## config.mk

```make
export PLATFORM = sky130hd
export DESIGN_NAME = load_store_unit
export DESIGN_NICKNAME = d
export VERILOG_FILES = /design/src/rtl/load_store_unit.sv
export SDC_FILE = /design/constraint.sdc
export NUM_CORES = 1
export LEC_CHECK = 0
export CAP_MARGIN = 15
export CELL_PAD_IN_SITES_DETAIL_PLACEMENT = 1
export CELL_PAD_IN_SITES_GLOBAL_PLACEMENT = 2
export CORE_UTILIZATION = 38
export CTS_CLUSTER_DIAMETER = 80
export CTS_CLUSTER_SIZE = 24
export DETAILED_ROUTE_END_ITERATION = 10
export DONT_BUFFER_PORTS = 1
export PLACE_DENSITY_LB_ADDON = 0.1
export SLEW_MARGIN = 20
export SYNTH_ARGS = -nofsm -noshare
export SYNTH_HDL_FRONTEND = slang
export SYNTH_SLANG_ARGS = --single-unit
```

## constraint.sdc

```tcl
create_clock -name clk -period 2.5 [get_ports clk]
set_input_delay 0.25 -clock clk [delete_from_list [all_inputs] [get_ports clk]]
set_output_delay 0.25 -clock clk [all_outputs]
set_load 0.005 [all_outputs]
```

## src/rtl/load_store_unit.sv

```systemverilog
// Memory-stage load/store unit in front of the register-based Data_Mem.
// Handles one request at a time; byte stores use read-modify-write, and faulting requests never touch memory.
module load_store_unit #(
    parameter int DATA_W = 16,
    parameter int ADDR_W = 16,
    parameter int DEPTH  = 8,
    parameter int RD_W   = 3
) (
    input  logic              clk,
    input  logic              rst,
    input  logic              req_valid,
    output logic              req_ready,
    input  logic              req_we,
    input  logic              req_byte,
    input  logic              req_signed,
    input  logic [ADDR_W-1:0] req_addr,
    input  logic [DATA_W-1:0] req_wdata,
    input  logic [RD_W-1:0]   req_rd,
    output logic              rsp_valid,
    input  logic              rsp_ready,
    output logic [DATA_W-1:0] rsp_data,
    output logic [RD_W-1:0]   rsp_rd,
    output logic [1:0]        rsp_fault,
    output logic              mem_wr_en,
    output logic              mem_read_en,
    output logic [ADDR_W-1:0] mem_Addr,
    output logic [DATA_W-1:0] mem_wr_data,
    input  logic [DATA_W-1:0] mem_rd_data
);
    localparam logic [2:0] S_IDLE   = 3'd0;
    localparam logic [2:0] S_LOAD   = 3'd1;
    localparam logic [2:0] S_STORE  = 3'd2;
    localparam logic [2:0] S_RMW_RD = 3'd3;
    localparam logic [2:0] S_RMW_WR = 3'd4;
    localparam logic [2:0] S_RESP   = 3'd5;
    localparam logic [ADDR_W-1:0] ADDR_LIMIT = ADDR_W'(2 * DEPTH);

    logic [2:0]        state_q, state_d;
    logic              we_q, we_d, byte_q, byte_d, signed_q, signed_d;
    logic [ADDR_W-1:0] addr_q, addr_d;
    logic [DATA_W-1:0] wdata_q, wdata_d, merged_q, merged_d, rsp_data_q, rsp_data_d;
    logic [RD_W-1:0]   rd_q, rd_d;
    logic [1:0]        fault_q, fault_d;

    // Little-endian byte select plus zero/sign extension for byte loads.
    function automatic logic [DATA_W-1:0] load_value(input logic [DATA_W-1:0] word,
                                                     input logic hi, input logic is_byte,
                                                     input logic sgn);
        logic [7:0] b;
        b = hi ? word[15:8] : word[7:0];
        if (!is_byte) begin
            load_value = word;
        end else begin
            load_value = {{(DATA_W-8){sgn & b[7]}}, b};
        end
    endfunction

    function automatic logic [DATA_W-1:0] merge_byte(input logic [DATA_W-1:0] word,
                                                     input logic hi, input logic [7:0] b);
        merge_byte = hi ? {b, word[7:0]} : {word[15:8], b};
    endfunction

    // Next-state and datapath-register computation.
    always_comb begin
        state_d    = state_q;
        we_d       = we_q;
        byte_d     = byte_q;
        signed_d   = signed_q;
        addr_d     = addr_q;
        wdata_d    = wdata_q;
        rd_d       = rd_q;
        fault_d    = fault_q;
        merged_d   = merged_q;
        rsp_data_d = rsp_data_q;
        case (state_q)
            S_IDLE: begin
                if (req_valid) begin
                    we_d       = req_we;
                    byte_d     = req_byte;
                    signed_d   = req_signed;
                    addr_d     = req_addr;
                    wdata_d    = req_wdata;
                    rd_d       = req_rd;
                    rsp_data_d = '0;
                    // Range is checked before alignment.
                    if (req_addr >= ADDR_LIMIT) begin
                        fault_d = 2'b10;
                        state_d = S_RESP;
                    end else if (!req_byte && req_addr[0]) begin
                        fault_d = 2'b01;
                        state_d = S_RESP;
                    end else begin
                        fault_d = 2'b00;
                        if (!req_we) begin
                            state_d = S_LOAD;
                        end else if (req_byte) begin
                            state_d = S_RMW_RD;
                        end else begin
                            state_d = S_STORE;
                        end
                    end
                end else begin
                    state_d = S_IDLE;
                end
            end
            S_LOAD: begin
                rsp_data_d = load_value(mem_rd_data, addr_q[0], byte_q, signed_q);
                state_d    = S_RESP;
            end
            S_STORE:  state_d = S_RESP;
            S_RMW_RD: begin
                merged_d = merge_byte(mem_rd_data, addr_q[0], wdata_q[7:0]);
                state_d  = S_RMW_WR;
            end
            S_RMW_WR: state_d = S_RESP;
            S_RESP: begin
                if (rsp_ready) begin
                    state_d = S_IDLE;
                end else begin
                    state_d = S_RESP;
                end
            end
            default:  state_d = S_IDLE;
        endcase
    end

    // State and request registers with synchronous reset.
    always_ff @(posedge clk) begin
        if (rst) begin
            state_q    <= S_IDLE;
            we_q       <= 1'b0;
            byte_q     <= 1'b0;
            signed_q   <= 1'b0;
            addr_q     <= '0;
            wdata_q    <= '0;
            rd_q       <= '0;
            fault_q    <= 2'b00;
            merged_q   <= '0;
            rsp_data_q <= '0;
        end else begin
            state_q    <= state_d;
            we_q       <= we_d;
            byte_q     <= byte_d;
            signed_q   <= signed_d;
            addr_q     <= addr_d;
            wdata_q    <= wdata_d;
            rd_q       <= rd_d;
            fault_q    <= fault_d;
            merged_q   <= merged_d;
            rsp_data_q <= rsp_data_d;
        end
    end

    // Memory port decode; write enable is gated by rst so an in-flight write never commits.
    always_comb begin
        mem_read_en = (state_q == S_LOAD) || (state_q == S_RMW_RD);
        mem_wr_en   = !rst && ((state_q == S_STORE) || (state_q == S_RMW_WR));
        if ((state_q == S_LOAD) || (state_q == S_STORE) ||
            (state_q == S_RMW_RD) || (state_q == S_RMW_WR)) begin
            mem_Addr = {1'b0, addr_q[ADDR_W-1:1]};
        end else begin
            mem_Addr = '0;
        end
        case (state_q)
            S_STORE:  mem_wr_data = wdata_q;
            S_RMW_WR: mem_wr_data = merged_q;
            default:  mem_wr_data = '0;
        endcase
    end

    assign req_ready = (state_q == S_IDLE);
    assign rsp_valid = (state_q == S_RESP);
    assign rsp_data  = rsp_data_q;
    assign rsp_rd    = rd_q;
    assign rsp_fault = fault_q;
endmodule

```

# Word level (Yosys, flattened, before mapping)
# Index checks and enable logic that the tools add are counted.
dict set report word_totals {
  out_inout_bits 57
  inputBits 58
  ff_bits 74
}
dict set report classes {
  magnitude_cmp 1
  bitwise_logic 1
  mux 16
  n_reduce_logical 14
  n_eq_ne 6
}
# op n
set op_table {}
lappend op_table {{16-bit case mux with 2 select lines} 2}
lappend op_table {{16-bit two-way mux} 3}
lappend op_table {{16-bit by 5-bit greater-or-equal comparator with 1-bit output, second input constant} 1}
lappend op_table {{15-bit two-way mux} 1}
lappend op_table {{3-bit two-way mux} 4}
lappend op_table {{3-bit case mux with 4 select lines} 1}
lappend op_table {{8-bit two-way mux} 1}
lappend op_table {{3-bit by 2-bit equality test with 1-bit output, second input constant} 2}
lappend op_table {{3-bit equality test, second input constant} 2}
lappend op_table {{1-bit logical OR} 5}
lappend op_table {{2-bit two-way mux} 2}
lappend op_table {{2-bit AND reduction} 2}
lappend op_table {{3-bit by 1-bit equality test with 1-bit output, second input constant} 1}
lappend op_table {{3-bit zero test} 1}
lappend op_table {{3-bit OR reduction} 1}
lappend op_table {{1-bit logical AND} 2}
lappend op_table {{1-bit zero test} 2}
lappend op_table {{1-bit two-way mux} 2}
lappend op_table {{2-bit != test, second input constant} 1}
lappend op_table {{2-bit nonzero test} 1}
lappend op_table {{1-bit AND} 1}

# Logic depth before layout (Yosys ltp)
# Gate-level depths: netlist of run 1.
dict set report depth {
  word_depth 6
  mapped_depth 7
  depth_no_buf 4
}

# Least setup slack after synthesis of run 1
# No wires, ideal clock.
dict set report synth_path {
  path_kind {reg2out}
  from {reg state_q[0]}
  to {out mem_wr_data[10]}
  setup_slack_ns 1.026
  arrival_time_ns 1.224
  path_buffers 2
  stages_incl_launch_ff 5
  path_cell_list {dfxtp_1 -> buf_4 -> nor3b_2 -> buf_2 -> a22o_1}
}
dict set report synth_via {
  elab_chain_cells 2
  elab_cells_between_ends 3
  classes_between {eq/ne (2); mux (1)}
}
# item line_no
set synth_lines {}
lappend synth_lines {{start, declared} 38} ;# logic [2:0] state_q, state_d;
lappend synth_lines {{start signal, assigned} 141} ;# state_q <= state_d;
lappend synth_lines {{3-bit equality test / 3-bit by 2-bit equality test with 1-bit output (equally long branches)} 164} ;# case (state_q)
lappend synth_lines {{16-bit case mux with 2 select lines *} 164}
lappend synth_lines {{end, declared} 27} ;# output logic [DATA_W-1:0] mem_wr_data,
# Every way passes the cells marked *; elsewhere a longest branch is shown, timed or not.

# Worst setup path in the final report of run 1
dict set report layout_path {
  from {reg state_q[0]}
  to {out mem_Addr[14]}
}
dict set report layout_via {
  elab_chain_cells 5
  elab_cells_between_ends 8
  classes_between {eq/ne (4); mux (1); reduce/logical (3)}
}
# item line_no
set layout_lines {}
lappend layout_lines {{3-bit by 1-bit equality test with 1-bit output / 3-bit by 2-bit equality test with 1-bit output (equally long branches)} 158} ;# if ((state_q == S_LOAD) || (state_q == S_STORE) ||
lappend layout_lines {{1-bit logical OR (2 in series)} 158}
lappend layout_lines {{1-bit logical OR *} 159} ;# (state_q == S_RMW_RD) || (state_q == S_RMW_WR)) begin
lappend layout_lines {{15-bit two-way mux *} 158}
lappend layout_lines {{end, declared} 26} ;# output logic [ADDR_W-1:0] mem_Addr,
# Marks and branches as above.

==> metrics.txt, run 1 <==
status=complete, no violations; clock buffer depth=2; clock root buffer=clkbuf_8; layout net count=436; # setup viols final=0; Relative slew margins=0.523; pre-CTS setup slack=0.599 ns; largest net degree at the start of global routing=64; Sink Count=74; commonest non-fill, non-tap cells in the layout=nand2_1, dfxtp_1, a21oi_1; pins over their slew limit=0; DR iter-0 viols=51; fin worst setup slack=0.361 ns; post-DP HPWL=6.31 mm; CP Capture Type=primary output; Reg2Reg Depth=5; synth warn=0; chip width=95.4 um; CP Max Fanout=15; Finished Cell Area=0.00356 mm2; CP Launch Type=register; Syn Area/Cell=8.53 um2; Peak Freq=0.468 GHz; critical path class=reg -> out; grt ovf=0; PD cells=771 mW/mm2; Yosys top cell by area=dfxtp_1; HP Class=in -> reg; leak pwr=0.00122 uW; post-synthesis xor/xnor area fraction=0; Die ar.=0.00911 mm2; clock slew at reported path FFs=0.08 ns; first-pass GRT wire length=13.9 mm; Die Ht=95.4 um; main area contributors after synthesis=dfxtp_1, nand2_1, a21oi_1; total number of vias=2692; wire per inst=18.9 um; setup TNS=0 ns; Final ANT Viol Nets=0; Core Region=0.00834 mm2; cell area after synthesis=0.00332 mm2; placed cell area=0.00330 mm2; 1st-pass router iterations=4; compound-cell area share of the yosys netlist=0.189; Worst Setup SP=state_q[0]$_SDFF_PP0_; initial antenna violation count=0; Starting Density=0.398; Syn Inst Count=389; VDD IR-drop max=0.242 mV; post-synth net total=447; Finished Layout Cells=488; area delta synth->final=7.43%; post-synth top area share=0.447; crit share post-route=0.855; share of cells above drive strength 1=0.104; RSZ-0062 raised after global routing=no; Post-CTS Setup Inserts=0; final WL=9.21 mm; Tightest Pin Transition=0.713 ns; CTS tree=yes; DRC errors left=0; Final GP Congestion=0.785; mux share of post-synthesis cell area=0.0788; via/cell ratio=5.52; Placed Cells=471; vias in the first global route=2651; CP arrival=1.89 ns; commonest non-fill, non-tap cell in the layout=nand2_1; worst skew pair latency=0.34 ns; I/O Buffers=0; diode count=0; Synth Area in Adders=0; Final Hold Vio Count=0; Setup Skew=0.00913 ns; MaxCap Viol Count=0; number of H-tree levels=3; Min-Delay Startpoint=req_addr[6]; synth unique cells=29; CTS Buf Count=9; critical path required time=2.25 ns; sequential share of the synthesized area=0.447; combinational family with the most area after synthesis=simple AND/OR/NAND/NOR gates; simple logic cell fraction of the synthesized area=0.218; worst r2r src=state_q[1]$_SDFF_PP0_; Ports=115; hold depth=2; row cnt=33; GRT Util Overall=0.206; Yosys reg bits=74; Final min period=2.14 ns
layer usage:
metal  up-vias  global-route usage  share of wire
met5         -                   0              0
met4         0              0.0647         0.0093
met3         8              0.0734          0.078
met2        81               0.344           0.48
met1      1288               0.247           0.43
li1       1315                   -              -
power by group:
group | switching [uW] | internal, uW
Sequential | 66.3 | 1250
Clock | 439 | 658
Combinational | 213 | 120
Total | 718 | 2030
synth_stat cells:
cell type / number
a31oi_1: 2
a211oi_1: 17
nand3_1: 10
mux2i_1: 16
a211o_1: 1
buf_4: 4
clkbuf_1: 10
conb_1: 1
nor2_1: 31
a21o_1: 1
nor3b_2: 1
nor2b_1: 2
a21oi_1: 48
nor4_1: 4
nand2b_1: 1
buf_6: 9
mux2_2: 9
o21ai_2: 1
buf_2: 8
inv_1: 3
o2bb2ai_1: 8
dfxtp_1: 74
nor3_4: 3
a22o_1: 16
and3_1: 2
nor3b_1: 1
nand2_1: 87
and2_1: 17
o21ai_0: 2
final timing paths:
path / end / slack [ns]
hold / removal: addr_q[6]$_SDFFE_PP0P_ / 0.04
setup reg to reg: wdata_q[12]$_SDFFE_PP0P_ / 0.62
hold reg to reg: addr_q[7]$_SDFFE_PP0P_ / 0.45
setup / recovery: mem_Addr[14] / 0.36
per-stage QoR:
stage               total power [uW]   util  hold slack (ns)
floorplan                       1610      -            0.383
global placement                1650  0.396            0.325
detailed placement              1660  0.396            0.329
CTS                             2780  0.427           0.0217
global route                    2890  0.427           0.0178
finish                          2750  0.427           0.0359
cell type report:
type	count	area, um2
clock buffer	10	128
clock inverter	6	105
fill	1021	4780
inverter	3	11.3
multi-input combinational	281	1620
sequential	74	1480
tap	105	131
timing repair buffer	9	87.6
what timing repair did:
item / CTS / global route
resized for setup: 0 / 0
endpoints found under the hold margin: 63 / 0
setup endpoints to repair: 0 / 0
hold buffers: 1 / 0
sequential cells by signal (all words and copies together) (netlist names):
name	count
rsp_data	16
rsp_rd	3
byte_q	1
merged_q	16
state_q	3
wdata_q	16
rsp_fault	2
addr_q	16
signed_q	1
cells by family after synthesis:
group / after synthesis
and+or+nand+nor: 159
muxes: 25
buffers and inverters: 34
AOI/OAI and AO/OA: 96
DFF: 74
other: 1
critical path: stages (launching register included):
cell     delay, ns
dfxtp_1       0.62
nor3_4        0.10
nor2_1        0.58
and2_1        0.25
Note: power is estimated with default switching activity, not from simulation.
==> run 2, diff against run 1 <==
- CORE_UTILIZATION: 38 -> 35
- clock period: 2.5 -> 2.2 ns (I/O delays scaled with it)
==> run 2 against run 1 <==
Net effect: first-iteration DRC count up 59%; cell area up 8.1%; critical path depth unchanged; combinational power up 36%; via count up 1.4%; clock skew up 0.0042 ns.
==> metrics.txt, run 2 (synthesis gave the netlist of run 1 again) <==
status=complete, no violations; share of cells above drive strength 1=0.105 (+0.000184); critical path required time=1.98 ns (-0.27 ns); row cnt=35 (+6.1%); chip width=99.4 um (+4.1%); CP max stage delay=0.58 ns (-0.04 ns); first-pass GRT wire length=15.0 mm (+7.9%); via/cell ratio=5.23 (-5.2%); commonest non-fill, non-tap cells in the layout=nand2_1, dfxtp_1, a21oi_1; worst skew pair latency=0.34 ns (about the same); VDD IR-drop max=0.309 mV (+27%); Die Ht=99.4 um (+4.1%); commonest non-fill, non-tap cell in the layout=nand2_1; hold depth=2 (unchanged); Worst path slowest cell=dfxtp_1; pins over their slew limit=0 (unchanged); diode count=0 (unchanged); Die ar.=0.00987 mm2 (+8.4%); Ports=115 (unchanged); crit path cell chain=nor3b_2, buf_4, a22o_1; RSZ-0062 raised after global routing=no; post-DP HPWL=6.39 mm (+1.3%); MaxCap Viol Count=0 (unchanged); Post-CTS Resized=0 (unchanged); grt ovf=0 (unchanged); largest net degree at the start of global routing=64 (unchanged); clock slew at reported path FFs=0.07 ns (about the same); area delta synth->final=16.1%; Stages on worst setup path=3 (unchanged); Final min period=1.90 ns; clock buffer depth=2 (unchanged); initial antenna violation count=0 (unchanged); final WL=9.46 mm (+2.8%); vias in the first global route=2760 (+4.1%); CP arrival=1.68 ns (-0.21 ns); CP Capture Type=primary output; PD cells=794 mW/mm2 (+3.0%); Post-CTS Setup Inserts=0 (unchanged); crit share post-route=0.863; Top delay family on crit path=flip-flops; CTS tree=yes; number of H-tree levels=3 (unchanged); Setup Skew=0.0133 ns (+0.00420 ns); Reg2Reg Depth=4 (-1); CP Max Fanout=17 (+2); critical path class=reg -> out; Final ANT Viol Nets=0 (unchanged); Finished Layout Cells=522 (+7.0%); Core Region=0.00920 mm2 (+10%); setup TNS=0 ns (unchanged); wire per inst=18.1 um (-3.9%); DRC errors left=0 (unchanged); DR iter-0 viols=81 (+59%); Final Hold Vio Count=0 (unchanged); Tightest Pin Transition=0.496 ns (-0.218 ns); Placed Cells=479 (+1.7%); CTS Buf Count=9 (unchanged); hold buffers post-CTS=27 (+26); GRT Util Overall=0.200 (-0.00622); layout net count=464 (+6.4%); total number of vias=2729 (+1.4%); leak pwr=0.00134 uW (+9.8%); Starting Density=0.361 (-0.0370); # setup viols final=0 (unchanged); clock root buffer=clkbuf_8; HP Class=in -> reg; Final GP Congestion=0.725 (-7.7%); 1st-pass router iterations=4 (unchanged); Peak Freq=0.527 GHz; I/O Buffers=0 (unchanged); fin util=0.419 (-0.00833); Sink Count=74 (unchanged); Crit path buffers/inverters=1 (+1); Relative slew margins=0.666 (+0.144); CP Launch Type=register
==> run 2: per-layer routing <==
| layer | GRT usage | wire [um] | up-vias |
|---|---|---|---|
| li1 | - | - | 1370 |
| met1 | 0.270 | 4600 | 1277 |
| met2 | 0.307 | 4230 | 76 |
| met3 | 0.0520 | 559 | 6 |
| met4 | 0.0735 | 70 | 0 |
| met5 | 0 | 0 | - |
==> run 2: final cells by class <==
type                            instances  area (um2)
Clock buffer                           12         165
Clock inverter                          4        48.8
Fill cell                            1105        5340
Inverter                                3        11.3
Multi-Input combinational cell        281        1620
Sequential cell                        74        1480
Tap cell                              111         139
Timing Repair Buffer                   37         388
==> run 2: worst paths after layout <==
| check | startpoint | end | slack (ns) |
|---|---|---|---|
| worst min-delay path | req_addr[7] | addr_q[7]$_SDFFE_PP0P_ | 0.02 |
| worst max register to register | state_q[1]$_SDFF_PP0_ | state_q[2]$_SDFF_PP0_ | 0.45 |
| worst min register to register | addr_q[9]$_SDFFE_PP0P_ | addr_q[9]$_SDFFE_PP0P_ | 0.45 |
| worst max-delay path | state_q[1]$_SDFF_PP0_ | mem_wr_data[7] | 0.30 |
==> run 2: where the power goes <==
part           total (uW)  switching, uW  internal (uW)
clock network        1120            506            616
logic                 452            266            186
registers            1490           64.6           1420
total                3060            836           2220
==> run 2: through the flow <==
stage          total power (uW)  hold WS, ns  setup slack, ns  instance area [um2]
3_5_place_dp               1910        0.296            0.457                 3350
5_1_grt                    3230      0.00184            0.188                 3850
3_3_place_gp               1910        0.294            0.484                 3350
6_report                   3060       0.0208            0.301                 3850
2_1_floorplan              1830        0.353            0.756                 3320
4_1_cts                    3120      0.00115            0.277                 3850
==> run 3, diff against run 2 <==
==> constraint.sdc (replaced) <==
create_clock -name clk -period 2.2 [get_ports clk]
set_input_delay 0.66 -clock clk [delete_from_list [all_inputs] [get_ports clk]]
set_output_delay 0.66 -clock clk [all_outputs]
set_load 0.005 [all_outputs]
==> run 3 against run 2 <==
Net effect: register-to-register slack lost 0.04 ns; worst setup slack got worse by 0.26 ns; wire length is 1.4% lower; core utilization decreased by 2.7 points; clock power barely moved; largest cell class unchanged; sequential share of layout area rose by 2.8 points; highest routed layer unchanged; non-clock buffer count decreased by 25; sequential power about the same; critical path depth increased by 1; hold slack better by 0.36 ns; die area unchanged.
==> metrics.txt, run 3 (synthesis gave the netlist of run 1 again) <==
placed cell area=0.00337 mm2 (+0.45%); status=complete, no violations; area delta synth->final=8.75%; Core Region=0.00920 mm2 (unchanged); # setup viols final=0 (unchanged); HP Class=in -> reg; final WL=9.33 mm (-1.4%); Top delay family on crit path=flip-flops; critical path required time=1.54 ns (-0.44 ns); CP Launch Type=register; number of H-tree levels=3 (unchanged); layout net count=439 (-5.4%); diode count=0 (unchanged); GR peak layer=met2; initial antenna violation count=0 (unchanged); M1 GR Usage=0.285 (+0.0145); Sink Count=74 (unchanged); commonest non-fill, non-tap cell in the layout=nand2_1; Final ANT Viol Nets=0 (unchanged); critical path class=reg -> out; Finished Cell Area=0.00361 mm2 (-6.4%); clock buffer depth=2 (unchanged); Setup Skew=0.0128 ns (-0.000579 ns); Final min period=2.16 ns (+0.257 ns); total number of vias=2632 (-3.6%); met2 usage=0.285 (-0.0219); crit path cell chain=buf_6, nor3b_2, buf_6, a22o_1; Global Route met3 Usage=0.0597 (+0.00773); Die ar.=0.00987 mm2 (unchanged); R2R Setup Slk=0.41 ns (-0.04 ns); CTS Buf Count=9 (unchanged); Relative slew margins=0.654 (-0.0125); Post-CTS Setup Inserts=0 (unchanged); worst skew pair latency=0.34 ns (about the same); grt ovf=0 (unchanged); vias in the first global route=2706 (-2.0%); largest net degree at the start of global routing=69 (+7.8%); CP arrival=1.50 ns (-0.18 ns); CP max stage delay=0.40 ns (-0.18 ns); Final Power=3020 uW (-1.3%); row cnt=35 (unchanged); Worst path slowest cell=dfxtp_4; crit share post-route=0.980 (+0.117); VDD IR-drop max=0.252 mV (-18%); clock root buffer=clkbuf_8; commonest non-fill, non-tap cells in the layout=nand2_1, dfxtp_1, a21oi_1; leak pwr=0.00123 uW (-8.1%); Final GP Congestion=0.743 (+2.5%); GRT Util Overall=0.198 (-0.00243); Crit path buffers/inverters=2 (+1); share of cells above drive strength 1=0.122 (+0.0178); chip width=99.4 um (unchanged); I/O Buffers=0 (unchanged); Starting Density=0.361 (unchanged); MaxCap Viol Count=0 (unchanged); clock slew at reported path FFs=0.08 ns (about the same); post-DP HPWL=6.44 mm (+0.83%); CP Max Fanout=17 (unchanged); RSZ-0062 raised after global routing=yes; PD cells=837 mW/mm2 (+5.4%); via/cell ratio=5.32 (+1.7%); pins over their slew limit=0 (unchanged); DRC errors left=0 (unchanged); 1st-pass router iterations=4 (unchanged); hold buffers post-CTS=0 (-100%); Die Ht=99.4 um (unchanged); CTS tree=yes; wire per inst=18.9 um (+4.0%); CP Capture Type=primary output; DR iter-0 viols=66 (-19%); first-pass GRT wire length=15.1 mm (+0.41%); Ports=115 (unchanged); Peak Freq=0.464 GHz (-12%); Tightest Pin Transition=0.514 ns (+0.0186 ns); cell mode on critical path=buf_6; Final Hold Vio Count=0 (unchanged)
==> run 3: changes by cell type in the layout (fill, tap and decap cells not counted), sizes merged <==
cell         delta
buf             +1
clkbuf          -3
clkinv          -1
bufinv          +1
clkinvlp        +1
dlygate4sd3    -26
==> run 3: area by class of cell <==
class                           count  area, um2
Sequential cell                    74       1490
Multi-Input combinational cell    281       1640
Timing Repair Buffer               12        130
Clock inverter                      5       81.3
Tap cell                          111        139
Inverter                            3       11.3
Fill cell                        1082       5590
Clock buffer                        9        124
==> run 3: report_power, final <==
group / switching, uW / internal, uW / total [uW] / leakage [uW]
registers: 63.0 / 1420 / 1480 / 0.000604
clock network: 502 / 626 / 1130 / 0.000101
logic: 249 / 158 / 407 / 0.000529
total: 814 / 2200 / 3020 / 0.00123
==> run 3: worst reg2reg max path: stages (launching register included) <==
cell and delay, ns:
dfxtp_1 0.40, nor3_4 0.20, buf_4 0.18, and2_2 0.44
o21ai_0 0.23, a31oi_1 0.26
==> run 3: worst paths after layout <==
path                                              from  cells after the start                     end
worst max-delay path             state_q[1]$_SDFF_PP0_                      4          mem_wr_data[7]
worst min-delay path                               rst                      1  rsp_rd[1]$_SDFFE_PP0P_
worst max register to register   state_q[0]$_SDFF_PP0_                      5   state_q[2]$_SDFF_PP0_
worst min register to register  addr_q[8]$_SDFFE_PP0P_                      2  addr_q[8]$_SDFFE_PP0P_
==> run 3: per-layer routing <==
metal	routed length (um)	vias up
li1	-	1318
met1	4740	1247
met2	4000	65
met3	560	2
met4	38	0
met5	0	-
==> run 3: what timing repair did <==
item | 4_1_cts | 5_1_grt
resized for setup | 12 | 0
setup endpoints to repair | 32 | 17
pin swaps | 1 | 0
cloned | 1 | 0
==> run 3: metrics by stage <==
stage | utilization | TNS, ns | setup WS [ns] | instances | hold WS [ns]
floorplan | - | 0 | 0.247 | 389 | 0.432
global placement | 0.366 | 0 | 0.129 | 481 | 0.433
detailed placement | 0.366 | 0 | 0.0868 | 481 | 0.436
CTS | 0.392 | 0 | 0.0266 | 495 | 0.365
global route | 0.392 | -0.405 | -0.0451 | 495 | 0.352
finish | 0.392 | 0 | 0.0440 | 495 | 0.381
